### config.mk
export PLATFORM = sky130hd
export DESIGN_NAME = cam_bringup_seq
export DESIGN_NICKNAME = d
export VERILOG_FILES = /design/src/rtl/cam_bringup_seq.sv
export SDC_FILE = /design/constraint.sdc
export NUM_CORES = 1
export LEC_CHECK = 0
export BUFFER_PORTS_ARGS = -buffer_cell sky130_fd_sc_hd__buf_4
export CORE_MARGIN = 1
export CORE_UTILIZATION = 45
export DETAILED_ROUTE_END_ITERATION = 6
export PLACE_DENSITY = 0.66
export RECOVER_POWER = 100
export SETUP_SLACK_MARGIN = 0.5
export SYNTH_ARGS = -nofsm -noshare
export SYNTH_HDL_FRONTEND = slang
export SYNTH_SLANG_ARGS = --single-unit
### constraint.sdc
create_clock -name clk -period 2.55 [get_ports clk]
set_input_delay 0.255 -clock clk [delete_from_list [all_inputs] [get_ports clk]]
set_output_delay 0.255 -clock clk [all_outputs]
set_load 0.1 [all_outputs]
### src/rtl/cam_bringup_seq.sv
// -----------------------------------------------------------------------------
// cam_bringup_seq
//   Supervised camera bring-up sequencer. It powers the camera, releases the
//   I2C master reset, requests register init from the I2C config block, and
//   waits for the result. On an init error or timeout it power-cycles the
//   camera and retries up to MAX_RETRY times, then latches a fault.
//   All timing is counted in 400kHz `tick` strobes.
//
// Ports
//   clk          in   system clock
//   reset        in   synchronous, active-high reset
//   tick         in   400kHz strobe, one clk wide (timebase)
//   enable       in   level: 1 = bring camera up and keep it up
//   init_done    in   pulse: register init finished OK
//   init_err     in   pulse: NACK/abort during register init
//   cam_en       out  camera power/enable drive
//   i2c_areset_n out  I2C master reset, active-low
//   init_start   out  one-cycle pulse on the first cycle in INIT
//   cam_ready    out  camera initialised, streaming allowed
//   fault        out  retries exhausted; held until enable drops
//   retry_cnt    out  retries consumed in the current bring-up
//   state_o      out  current state code (debug/ILA)
// -----------------------------------------------------------------------------
module cam_bringup_seq #(
  parameter int PWR_DLY_TICKS  = 800000,
  parameter int I2C_DLY_TICKS  = 800000,
  parameter int INIT_TMO_TICKS = 400000,
  parameter int OFF_TICKS      = 40000,
  parameter int MAX_RETRY      = 3,
  localparam int MAX_A = (PWR_DLY_TICKS > I2C_DLY_TICKS) ? PWR_DLY_TICKS : I2C_DLY_TICKS,
  localparam int MAX_B = (INIT_TMO_TICKS > OFF_TICKS) ? INIT_TMO_TICKS : OFF_TICKS,
  localparam int MAX_T = (MAX_A > MAX_B) ? MAX_A : MAX_B,
  localparam int TW    = $clog2(MAX_T) + 1,
  localparam int RW    = (MAX_RETRY > 0) ? $clog2(MAX_RETRY + 1) : 1
) (
  input  logic          clk,
  input  logic          reset,
  input  logic          tick,
  input  logic          enable,
  input  logic          init_done,
  input  logic          init_err,
  output logic          cam_en,
  output logic          i2c_areset_n,
  output logic          init_start,
  output logic          cam_ready,
  output logic          fault,
  output logic [RW-1:0] retry_cnt,
  output logic [2:0]    state_o
);

  typedef enum logic [2:0] {
    S_IDLE    = 3'd0,
    S_PWR_ON  = 3'd1,
    S_I2C_REL = 3'd2,
    S_INIT    = 3'd3,
    S_RUN     = 3'd4,
    S_PWR_OFF = 3'd5,
    S_FAULT   = 3'd6
  } state_e;

  state_e        state_q, state_d;
  logic [TW-1:0] timer_q, timer_d;
  logic [RW-1:0] retry_q, retry_d;
  logic          cam_en_q, i2c_rel_q, start_q, ready_q, fault_q;

  // A wait of N ticks ends on the edge that samples the Nth tick since entry.
  logic pwr_exp, i2c_exp, tmo_exp, off_exp;
  assign pwr_exp = tick && (timer_q == TW'(PWR_DLY_TICKS - 1));
  assign i2c_exp = tick && (timer_q == TW'(I2C_DLY_TICKS - 1));
  assign tmo_exp = tick && (timer_q == TW'(INIT_TMO_TICKS - 1));
  assign off_exp = tick && (timer_q == TW'(OFF_TICKS - 1));

  // NOTE: every variable assigned in this block gets a default first, so no
  // path leaves it unassigned and no latch is inferred.
  always_comb begin
    state_d = state_q;
    retry_d = retry_q;
    timer_d = timer_q;

    case (state_q)
      S_IDLE: begin
        if (enable) state_d = S_PWR_ON;
      end
      S_PWR_ON: begin
        if (!enable)      state_d = S_PWR_OFF;
        else if (pwr_exp) state_d = S_I2C_REL;
      end
      S_I2C_REL: begin
        if (!enable)      state_d = S_PWR_OFF;
        else if (i2c_exp) state_d = S_INIT;
      end
      S_INIT: begin
        // Abort beats error, error beats done, done beats timeout.
        if (!enable) begin
          state_d = S_PWR_OFF;
        end else if (init_err || (tmo_exp && !init_done)) begin
          if (retry_q < RW'(MAX_RETRY)) begin
            retry_d = retry_q + 1'b1;
            state_d = S_PWR_OFF;
          end else begin
            state_d = S_FAULT;
          end
        end else if (init_done) begin
          state_d = S_RUN;
        end
      end
      S_RUN: begin
        if (!enable) state_d = S_PWR_OFF;
      end
      S_PWR_OFF: begin
        if (off_exp) state_d = enable ? S_PWR_ON : S_IDLE;
      end
      S_FAULT: begin
        if (!enable) state_d = S_IDLE;
      end
      default: state_d = S_IDLE;
    endcase

    // Retry count belongs to one bring-up; it is zero whenever we sit in IDLE.
    if (state_d == S_IDLE) retry_d = '0;

    // Only the timed states count; others never run the timer into a wrap.
    if (state_d != state_q) begin
      timer_d = '0;
    end else if (tick && (state_q inside {S_PWR_ON, S_I2C_REL, S_INIT, S_PWR_OFF})) begin
      timer_d = timer_q + 1'b1;
    end
  end

  // NOTE: sequential state uses non-blocking assignments only, so every
  // register samples the pre-edge values regardless of evaluation order.
  always_ff @(posedge clk) begin
    if (reset) begin
      state_q   <= S_IDLE;
      timer_q   <= '0;
      retry_q   <= '0;
      cam_en_q  <= 1'b0;
      i2c_rel_q <= 1'b0;
      start_q   <= 1'b0;
      ready_q   <= 1'b0;
      fault_q   <= 1'b0;
    end else begin
      state_q   <= state_d;
      timer_q   <= timer_d;
      retry_q   <= retry_d;
      // Outputs are decoded from the next state so they line up with state_q.
      cam_en_q  <= state_d inside {S_PWR_ON, S_I2C_REL, S_INIT, S_RUN};
      i2c_rel_q <= state_d inside {S_I2C_REL, S_INIT, S_RUN};
      start_q   <= (state_q == S_I2C_REL) && (state_d == S_INIT);
      ready_q   <= (state_d == S_RUN);
      fault_q   <= (state_d == S_FAULT);
    end
  end

  assign cam_en       = cam_en_q;
  assign i2c_areset_n = i2c_rel_q;
  assign init_start   = start_q;
  assign cam_ready    = ready_q;
  assign fault        = fault_q;
  assign retry_cnt    = retry_q;
  assign state_o      = state_q;

endmodule

# --- Yosys cells after proc, flatten, opt, wreduce, memory -nomap -nowiden ---
# Index checks and enable logic that the tools add are counted.
classes:
  addsub: 2
  n_reduce_logical: 16
  muxes: 14
  n_eq_ne: 15
  magnitude_cmp: 1
op_table:
  columns: ["operator", "count"]
  rows:
  - ["$mux 3", 11]
  - ["$add 21x1->21 const B", 1]
  - ["$eq 21x16->1 const B", 1]
  - ["$eq 21x19->1 const B", 1]
  - ["$eq 21x20->1 const B", 1]
  - ["$pmux 3 s7", 1]
  - ["$eq 3x3->1 const B", 5]
  - ["$eq 3x2->1 const B", 4]
  - ["$reduce_bool 4->1", 2]
  - ["$eq 3x1->1 const B", 2]
  - ["$logic_and 1x1->1", 6]
  - ["$logic_not 3->1", 2]
  - ["$reduce_and 4->1", 1]
  - ["$reduce_or 2->1", 2]
  - ["$ne 3x3->1", 1]
  - ["$reduce_bool 3->1", 1]
  - ["$add 2x1->2 const B", 1]
  - ["$lt 2x2->1 const B", 1]
  - ["$mux 2", 1]
  - ["$logic_not 1->1", 1]
  - ["$logic_or 1x1->1", 1]
  - ["$mux 1", 1]
totals:
  output_inout_bits: 10
  inputBits: 6
  register_bits: 31

# --- Depth between registers and ports, before layout ---
# Gate-level depths: netlist of the first run.
depth:
  ltp_word: 9
  mapped_depth: 8
  ltp_nobuf: 7

# --- Worst setup path before layout of the first run ---
# No wires, ideal clock.
synth_path:
  path_type: "flip-flop to flip-flop"
  start: "reg state_q[1] (netlist: state_o[1])"
  end: "reg timer_q[0]"
  setup_slack_ps: 16
  stages_incl_launch_ff: 8
  arrival_ps: 2470
  synth_period_minus_slack_ps: 2534
  path_buffers: 2
  path_cell_list: "dfxtp_1 > buf_2 > nand2_1 > a31o_2 > a22o_1 > or3_4 > buf_6 > nor2_1"
synth_via:
  elab_chain_cells: 6
synth_rtl:
  columns: ["item", "line_no", "rtl"]
  rows:
  - ["start: declaration", "61", "state_e state_q, state_d;"]
  - ["start signal: assignment", "143", "state_q <= state_d;"]
  - ["$mux 3", "103", "end else if (init_done) begin"]
  - ["$mux 3", "96", "end else if (init_err || (tmo_exp && !init_done)) begin"]
  - ["$mux 3", "94", "if (!enable) begin"]
  - ["$pmux 3 s7", "80", "case (state_q)"]
  - ["$ne 3x3->1", "123", "if (state_d != state_q) begin"]
  - ["$reduce_or 2->1 (no line)", null, null]
  - ["end signal: assignment", "144", "timer_q <= timer_d;"]
  - ["end: declaration", "62", "logic [TW-1:0] timer_q, timer_d;"]
# Parallel ways exist; a longest one is shown, timed or not.
# A chain may end at the register's enable or synchronous reset.

# --- Worst setup path after layout of the first run ---
layout_path:
  start: "reg timer_q[15]"
  end: "reg retry_q[0] (netlist: retry_cnt[0])"
layout_via:
  elab_chain_cells: 9
layout_rtl:
  columns: ["item", "line_no", "rtl"]
  rows:
  - ["$eq 21x19->1", "70", "assign tmo_exp = tick && (timer_q == TW'(INIT_TMO_TICKS - 1));"]
  - ["$logic_and 1x1->1", "70", null]
  - ["$logic_and 1x1->1", "96", null]
  - ["$logic_or 1x1->1", "96", null]
  - ["$mux 3", "96", null]
  - ["$mux 3", "94", null]
  - ["$pmux 3 s7", "80", null]
  - ["$logic_not 3->1", "120", "if (state_d == S_IDLE) retry_d = '0;"]
  - ["$reduce_or 2->1 (no line)", null, null]
  - ["end signal: assignment", "145", "retry_q <= retry_d;"]
  - ["end: declaration", "63", "logic [RW-1:0] retry_q, retry_d;"]
# Parallel ways exist; a longest one is shown, timed or not.

==> results of run 1 <==
-- cells in the final DEF (no fill, tap or decap), drive strengths merged, types with 2 or more instances in the layout --
| master | instances |
|---|---|
| a21oi | 4 |
| a311oi | 4 |
| and2 | 4 |
| and3 | 7 |
| buf | 8 |
| clkbuf | 17 |
| dfxtp | 31 |
| ha | 2 |
| inv | 11 |
| mux2i | 4 |
| nand2 | 10 |
| nand2b | 5 |
| nand3 | 9 |
| nand4b | 2 |
| nand4bb | 2 |
| nor2 | 39 |
| nor2b | 4 |
| nor3 | 10 |
| nor4 | 6 |
| o2111ai | 2 |
| o21ai | 6 |
| or3 | 5 |
| xnor2 | 17 |
| xor2 | 5 |
-- cells by family (layout without fill, tap and decap cells) --
logic type,after synthesis,count (layout),synth area share
AND/OR/NAND/NOR,108,108,0.3419
flip-flops,31,31,0.3540
AO/OA/AOI/OAI,25,25,0.1021
XOR/XNOR,22,22,0.1099
buffers and inverters,20,37,0.05496
multiplexers,4,4,0.02284
adder cells (fa/ha/maj),2,2,0.01427
-- per-layer routing --
layer | global-route usage | part of all wire | vias up | wire, um
met1 | 0.2937 | 0.50 | 705 | 1982
met4 | 0.05833 | 0.018 | 0 | 72
met5 | 0 | 0 | - | 0
met2 | 0.2934 | 0.43 | 42 | 1713
li1 | - | - | 765 | -
met3 | 0.05458 | 0.057 | 8 | 226
-- cells in the mapped netlist, drive strengths merged, types with 4 or more instances --
library cell  number
mux2i              4
xnor2             17
nand2             10
nor2              39
dfxtp             31
nor4               6
or3                5
nand3              9
clkbuf             4
and2               4
o21ai              6
inv               11
and3               7
buf                5
nand2b             5
a21oi              4
nor2b              4
nor3              10
a311oi             4
xor2               5
-- how the worst min path moves through the flow --
stage	start	endpoint	slack, ns	cells after the start
after floorplan	timer_q[4]	timer_q[4]	0.47	2
after global placement	reset	retry_cnt[1]	0.49	2
after detailed placement	reset	state_o[0]	0.48	2
after CTS	reset	retry_cnt[0]	0.19	2
after global routing	reset	retry_cnt[0]	0.20	2
final	reset	retry_cnt[0]	0.20	2
-- worst max-delay path, cell delays in order, from the launching register on --
cell	delay, ns
dfxtp_1	0.40
and4b_1	0.28
and4_1	0.23
a21oi_2	0.25
mux2i_1	0.26
nor2b_1	0.46
a311oi_2	0.16
-- state kept, by name (all words and copies together), names as in the netlist --
name          cells
timer_q          21
fault             1
cam_en            1
i2c_areset_n      1
retry_cnt         2
state_o           3
cam_ready         1
init_start        1
-- per-stage QoR --
stage | utilization | hold slack, ns | setup slack [ns] | total power (uW) | cell area [um^2]
after floorplan | - | 0.4665 | 0.5559 | 669.0 | 1767
after global placement | 0.5109 | 0.4852 | 0.4098 | 697.0 | 1884
after detailed placement | 0.5109 | 0.4823 | 0.3104 | 697.7 | 1884
after CTS | 0.5472 | 0.1888 | 0.4996 | 1068 | 2018
after global routing | 0.5546 | 0.2022 | 0.1951 | 1108 | 2046
final | 0.5546 | 0.1972 | 0.3746 | 1063 | 2046
-- cell type report --
type | count | area, um^2 | share of cell area
sequential | 31 | 644.4 | 0.3150
tap | 48 | 60.06 | 0.02936
clock inverter | 1 | 5.005 | 0.002446
timing repair buffer | 18 | 97.59 | 0.04771
clock buffer | 7 | 76.32 | 0.03731
multi-input combinational | 161 | 1121 | 0.5480
inverter | 11 | 41.29 | 0.02018
-- what timing repair did --
action                                  in CTS  in global routing
resized for setup                            5                 20
endpoints found under the setup margin      31                 31
pin swaps                                    4                  9
buffers inserted                             1                  2
cloned                                       0                  0
hold buffers                                 0                  0
-- power groups by stage --
stage,sequential [uW],clock [uW],combinational (uW)
after floorplan,572,0,97.3
final,509,373,181
after CTS,509,380,179
after detailed placement,520,0,178
after global placement,520,0,177
after global routing,511,404,194
==> impl_metrics.py, run 1 <==
metrics = {
    "yosys": {
        "synth-edff-count": 0,
        "yosysSeqAreaShare": 0.3540,
        "syn_inst": 212,
        "yosysTopAreaCell": "dfxtp_1",
        "yosys_warnings": 0,
        "synth_top_flop_cell": "dfxtp_1",
        "ys_types": 46,
        "synth_nets": 220,
        "async_reset_ff_frac": 0,
        "ys_top_cells_by_area": "dfxtp_1, xnor2_1, nor2_1",
        "syn_avg_cell_area_um2": 8.269,
        "ys_ff_latch": 31,
        "synthesis.area_um2": 1753,
        "netlist.area_leader.share": 0.3540,
    },
    "clock_network": {
        "cts.sinks": 31,
        "cts_max_level": 2,
        "root_buffer": "clkbuf_8",
        "cts.path.max_buffers": 2,
        "cts_made_buffers": 5,
        "cts_tree": "built",
        "clk_latency_ns": 0.29,
        "path_clk_slew_ns": 0.06,
    },
    "sta": {
        "period_minus_slack_ns": 2.175,
        "max_freq_ghz": 0.4597,
        "worst_slew_pin_slew_ns": 1.174,
        "finalSetupTns_ns": 0,
        "finalCritPeriodShare": 0.8531,
        "rsz0062_at_grt": "yes",
        "skew_ns": 0.003587,
        "relSlewSlack": 0.2208,
        "setup_viol": 0,
        "hold_violations": 0,
        "drv_slew": 0,
    },
    "place": {
        "place_congestion": 0.8062,
        "dp.cells": 266,
        "hpwl_mm": 2.694,
        "port_buffers": 15,
    },
    "die": {
        "core-area_um2": 3689,
        "io_pins": 16,
        "initial_core_util": 0.4752,
        "num_rows": 22,
        "design.die.area_um2": 4149,
        "fp.dieW_um": 64.42,
        "die_y_um": 64.42,
    },
    "setup_path": {
        "reg2reg_to": "retry_cnt[0]",
        "startpoint": "timer_q[15]",
        "critPathMaxFanout": 6,
        "r2r_setup_slack_ns": 0.37,
        "r2r_start": "timer_q[15]",
        "endpoint_kind": "flip-flop",
        "r2r_cells": 6,
        "critPathArrivalTime_ns": 2.32,
        "required_ns": 2.69,
        "worstSetupPathType": "reg -> reg",
        "endpoint": "retry_cnt[0]",
        "startpoint_type": "flip-flop",
    },
    "routing": {
        "ant_nets": 0,
        "drc_errors": 0,
        "wl_per_cell_um": 14.42,
        "drt_iter0_drc": 102,
        "firstDrtPassIters": 4,
        "viasPerCell": 5.487,
        "wirelength_mm": 3.994,
        "vias": 1520,
    },
    "power": {
        "power.switching_uw": 329.8,
        "power_frac_clock": 0.351,
        "p_sw_frac": 0.3102,
        "power_density_nw_per_um2": 519.7,
        "p_seq_frac": 0.479,
        "p_leak_uw": 0.0006543,
        "intPower_uw": 733.4,
        "combPwrFrac": 0.170,
        "max-vdd-ir-drop_v": 0.0002890,
    },
    "final_layout": {
        "finalNetCount": 236,
        "num_antenna_cells": 0,
        "nFillCells": 375,
        "instances_no_fill": 277,
        "synthToLayoutAreaGrowth_pct": 16.70,
        "layout-drive-gt1-share": 0.1921,
    },
    "global_route": {
        "grt_max_degree": 22,
        "track_usage": 0.2033,
        "antenna_found_initial": 0,
        "grt_overflow_total": 0,
        "grt_pass1_vias": 1350,
        "grt_pass1_wl_mm": 6.423,
    },
    "hold_path": {
        "min_path_type": "in -> reg",
    },
    "run": {
        "maxCapViolCount": 0,
    },
    "run_status": {
        "outcome": "complete, no violations",
    },
}
Note: power is estimated with default switching activity, not from simulation.
==> run 2: changes to the inputs <==
Settings changed: ABC_AREA set to 1, CTS_CLUSTER_SIZE set to 30, SETUP_SLACK_MARGIN 0.5 to 0.4.
==> run 2 against run 1 <==
Effect of this change: cell count increased by 25%; critical path depth up 7; synthesized cell count rose by 28%; clock skew rose by 0.0017 ns; global-route usage shrank 0.36 points; largest cell class unchanged; highest routed layer unchanged.
==> impl_metrics.py, run 2 <==
metrics = {
    "power": {
        "p_sw_frac": 0.3255,
        "power.switching_uw": 433.3,
        "power_density_nw_per_um2": 585.8,
        "power_frac_clock": 0.374,
        "intPower_uw": 897.7,
        "combPwrFrac": 0.240,
        "p_seq_frac": 0.385,
        "max-vdd-ir-drop_v": 0.0003800,
        "p_leak_uw": 0.001012,
    },
    "clock_network": {
        "path_clk_slew_ns": 0.07,
        "cts.path.max_buffers": 2,
        "cts_made_buffers": 5,
        "cts_tree": "built",
        "cts.sinks": 31,
        "root_buffer": "clkbuf_8",
        "cts_max_level": 2,
        "clk_latency_ns": 0.28,
    },
    "sta": {
        "drv_slew": 0,
        "period_minus_slack_ns": 2.148,
        "max_freq_ghz": 0.4657,
        "setup_viol": 0,
        "relSlewSlack": 0.2244,
        "finalCritPeriodShare": 0.8422,
        "finalWorstSetupSlack_ns": 0.4025,
        "finalSetupTns_ns": 0,
        "worst_slew_pin_slew_ns": 1.168,
        "hold_violations": 0,
        "rsz0062_at_grt": "no",
        "skew_ns": 0.005318,
    },
    "yosys": {
        "yosysTopAreaCell": "dfxtp_1",
        "synth_top_flop_cell": "dfxtp_1",
        "synth_nets": 279,
        "syn_avg_cell_area_um2": 7.438,
        "syn_inst": 271,
        "ys_types": 30,
        "async_reset_ff_frac": 0,
        "yosys_warnings": 0,
        "ys_ff_latch": 31,
        "yosysSeqAreaShare": 0.3079,
        "synthTopCellsByCount": "nand2_1, inv_1, dfxtp_1",
        "synthesis.area_um2": 2016,
        "yosysMostFrequentCell": "nand2_1",
        "synth-edff-count": 0,
        "ys_top_cells_by_area": "dfxtp_1, nand2_1, nor3_2",
        "netlist.area_leader.share": 0.3079,
    },
    "routing": {
        "drt_iter0_drc": 76,
        "wirelength_mm": 4.538,
        "drc_errors": 0,
        "wl_per_cell_um": 13.08,
        "firstDrtPassIters": 4,
        "vias": 1736,
        "ant_nets": 0,
        "viasPerCell": 5.003,
    },
    "hold_path": {
        "min_path_type": "in -> reg",
        "min_path_cells": 4,
    },
    "global_route": {
        "grt_pass1_wl_mm": 6.872,
        "grt_pass1_vias": 1577,
        "track_usage": 0.1997,
        "grt_max_degree": 22,
        "antenna_found_initial": 0,
        "grt_overflow_total": 0,
    },
    "setup_path": {
        "worstSetupPathType": "reg -> reg",
        "slowest_delay_ns": 0.37,
        "cpMostUsedCell": "nand2_1",
        "cpMaxStageDelayCell": "dfxtp_1",
        "r2r_cells": 13,
        "endpoint_kind": "flip-flop",
        "critPathArrivalTime_ns": 2.35,
        "critPathBufInv": 1,
        "cp.depth": 13,
        "required_ns": 2.76,
        "startpoint_type": "flip-flop",
        "crit_chain": "ha_1, nand2_1, inv_1, nand3_1, nor2_1, nand2_1, nand3_2, nand2_2, nand2_4, nand2_1, nand2_4, nand2_1, nor3_2",
        "cp_top_family": "simple AND/OR/NAND/NOR gates",
        "critPathMaxFanout": 5,
    },
    "die": {
        "die_y_um": 68.93,
        "initial_core_util": 0.4864,
        "design.die.area_um2": 4751,
        "io_pins": 16,
        "num_rows": 23,
        "core-area_um2": 4144,
        "fp.dieW_um": 68.93,
    },
    "place": {
        "hpwl_mm": 3.206,
        "place_congestion": 0.9359,
        "place_area_um2": 2177,
        "dp.cells": 334,
        "port_buffers": 15,
        "preCtsSetupSlack_ns": 0.3140,
    },
    "final_layout": {
        "synthToLayoutAreaGrowth_pct": 12.73,
        "final_cell_area_um2": 2272,
        "utilization": 0.5483,
        "largest_reg_flops": 21,
        "layout-drive-gt1-share": 0.2256,
        "finalNetCount": 304,
        "top_register": "timer_q",
        "layout_common_cells": "nand2_1, inv_1, nor2_1, dfxtp_1, nand3_1",
        "num_antenna_cells": 0,
        "instances_no_fill": 347,
        "final_common_cell": "nand2_1",
    },
    "run": {
        "maxCapViolCount": 0,
    },
    "run_status": {
        "outcome": "complete, no violations",
    },
}
## run 2: worst register-to-register path, delay by kind of cell (launching register included)
family	cells	cell delay (ns)
buffers and inverters	1	0.10
adders and majority gates	1	0.19
and+or+nand+nor	11	1.41
DFF	1	0.37
## run 2: logic make-up (layout without fill, tap and decap cells)
family                   after synthesis  in the layout  share of synthesized area
buffers and inverters                 47             71                     0.1024
adder cells (fa/ha/maj)                2              2                    0.01241
flip-flops                            31             31                     0.3079
AO/OA/AOI/OAI                          9              9                    0.03228
XOR/XNOR                              20             20                    0.08690
AND/OR/NAND/NOR                      160            162                     0.4475
multiplexers                           2              2                    0.01055
## run 2: worst paths after layout
check                                 from          to  slack, ns
worst min register to register  timer_q[4]  timer_q[4]       0.55
worst min-delay path                 reset  state_o[1]       0.36
worst max-delay path            timer_q[0]  timer_q[5]       0.40
worst max register to register  timer_q[0]  timer_q[5]       0.40
## run 2: area by class of cell
cell class | instances | area [um^2]
Timing Repair Buffer | 20 | 125.1
Clock buffer | 6 | 82.58
Fill cell | 412 | 1872
Multi-Input combinational cell | 195 | 1180
Clock inverter | 2 | 35.03
Tap cell | 50 | 62.56
Sequential cell | 31 | 625.6
Inverter | 43 | 161.4
## run 2: layer usage
metal | wire length [um] | vias to the layer above | GRT usage
met2 | 2090 | 40 | 0.3167
met3 | 183 | 6 | 0.05099
met5 | 0 | - | 0
met4 | 65 | 0 | 0.07143
li1 | - | 903 | -
met1 | 2198 | 787 | 0.2594
## run 2: per-stage QoR
stage	power (uW)	hold WS, ns
global placement	827.5	0.5402
finish	1331	0.3555
CTS	1336	0.3529
floorplan	774.0	0.4818
detailed placement	828.8	0.5537
global route	1384	0.3747
## run 2: what timing repair did
action	CTS	global route
hold endpoints to repair	0	0
endpoints found under the setup margin	21	23
pin swaps	0	3
buffers inserted	0	3
gates resized for setup	2	10
cloned	0	2
hold buffers	0	0
## run 2: power by group through the flow
stage / Clock [uW] / Sequential, uW / Combinational (uW)
after floorplan: 0 / 606 / 168
after global placement: 0 / 523 / 305
after detailed placement: 0 / 522 / 306
after CTS: 510 / 512 / 314
after global routing: 529 / 514 / 341
final: 498 / 513 / 320
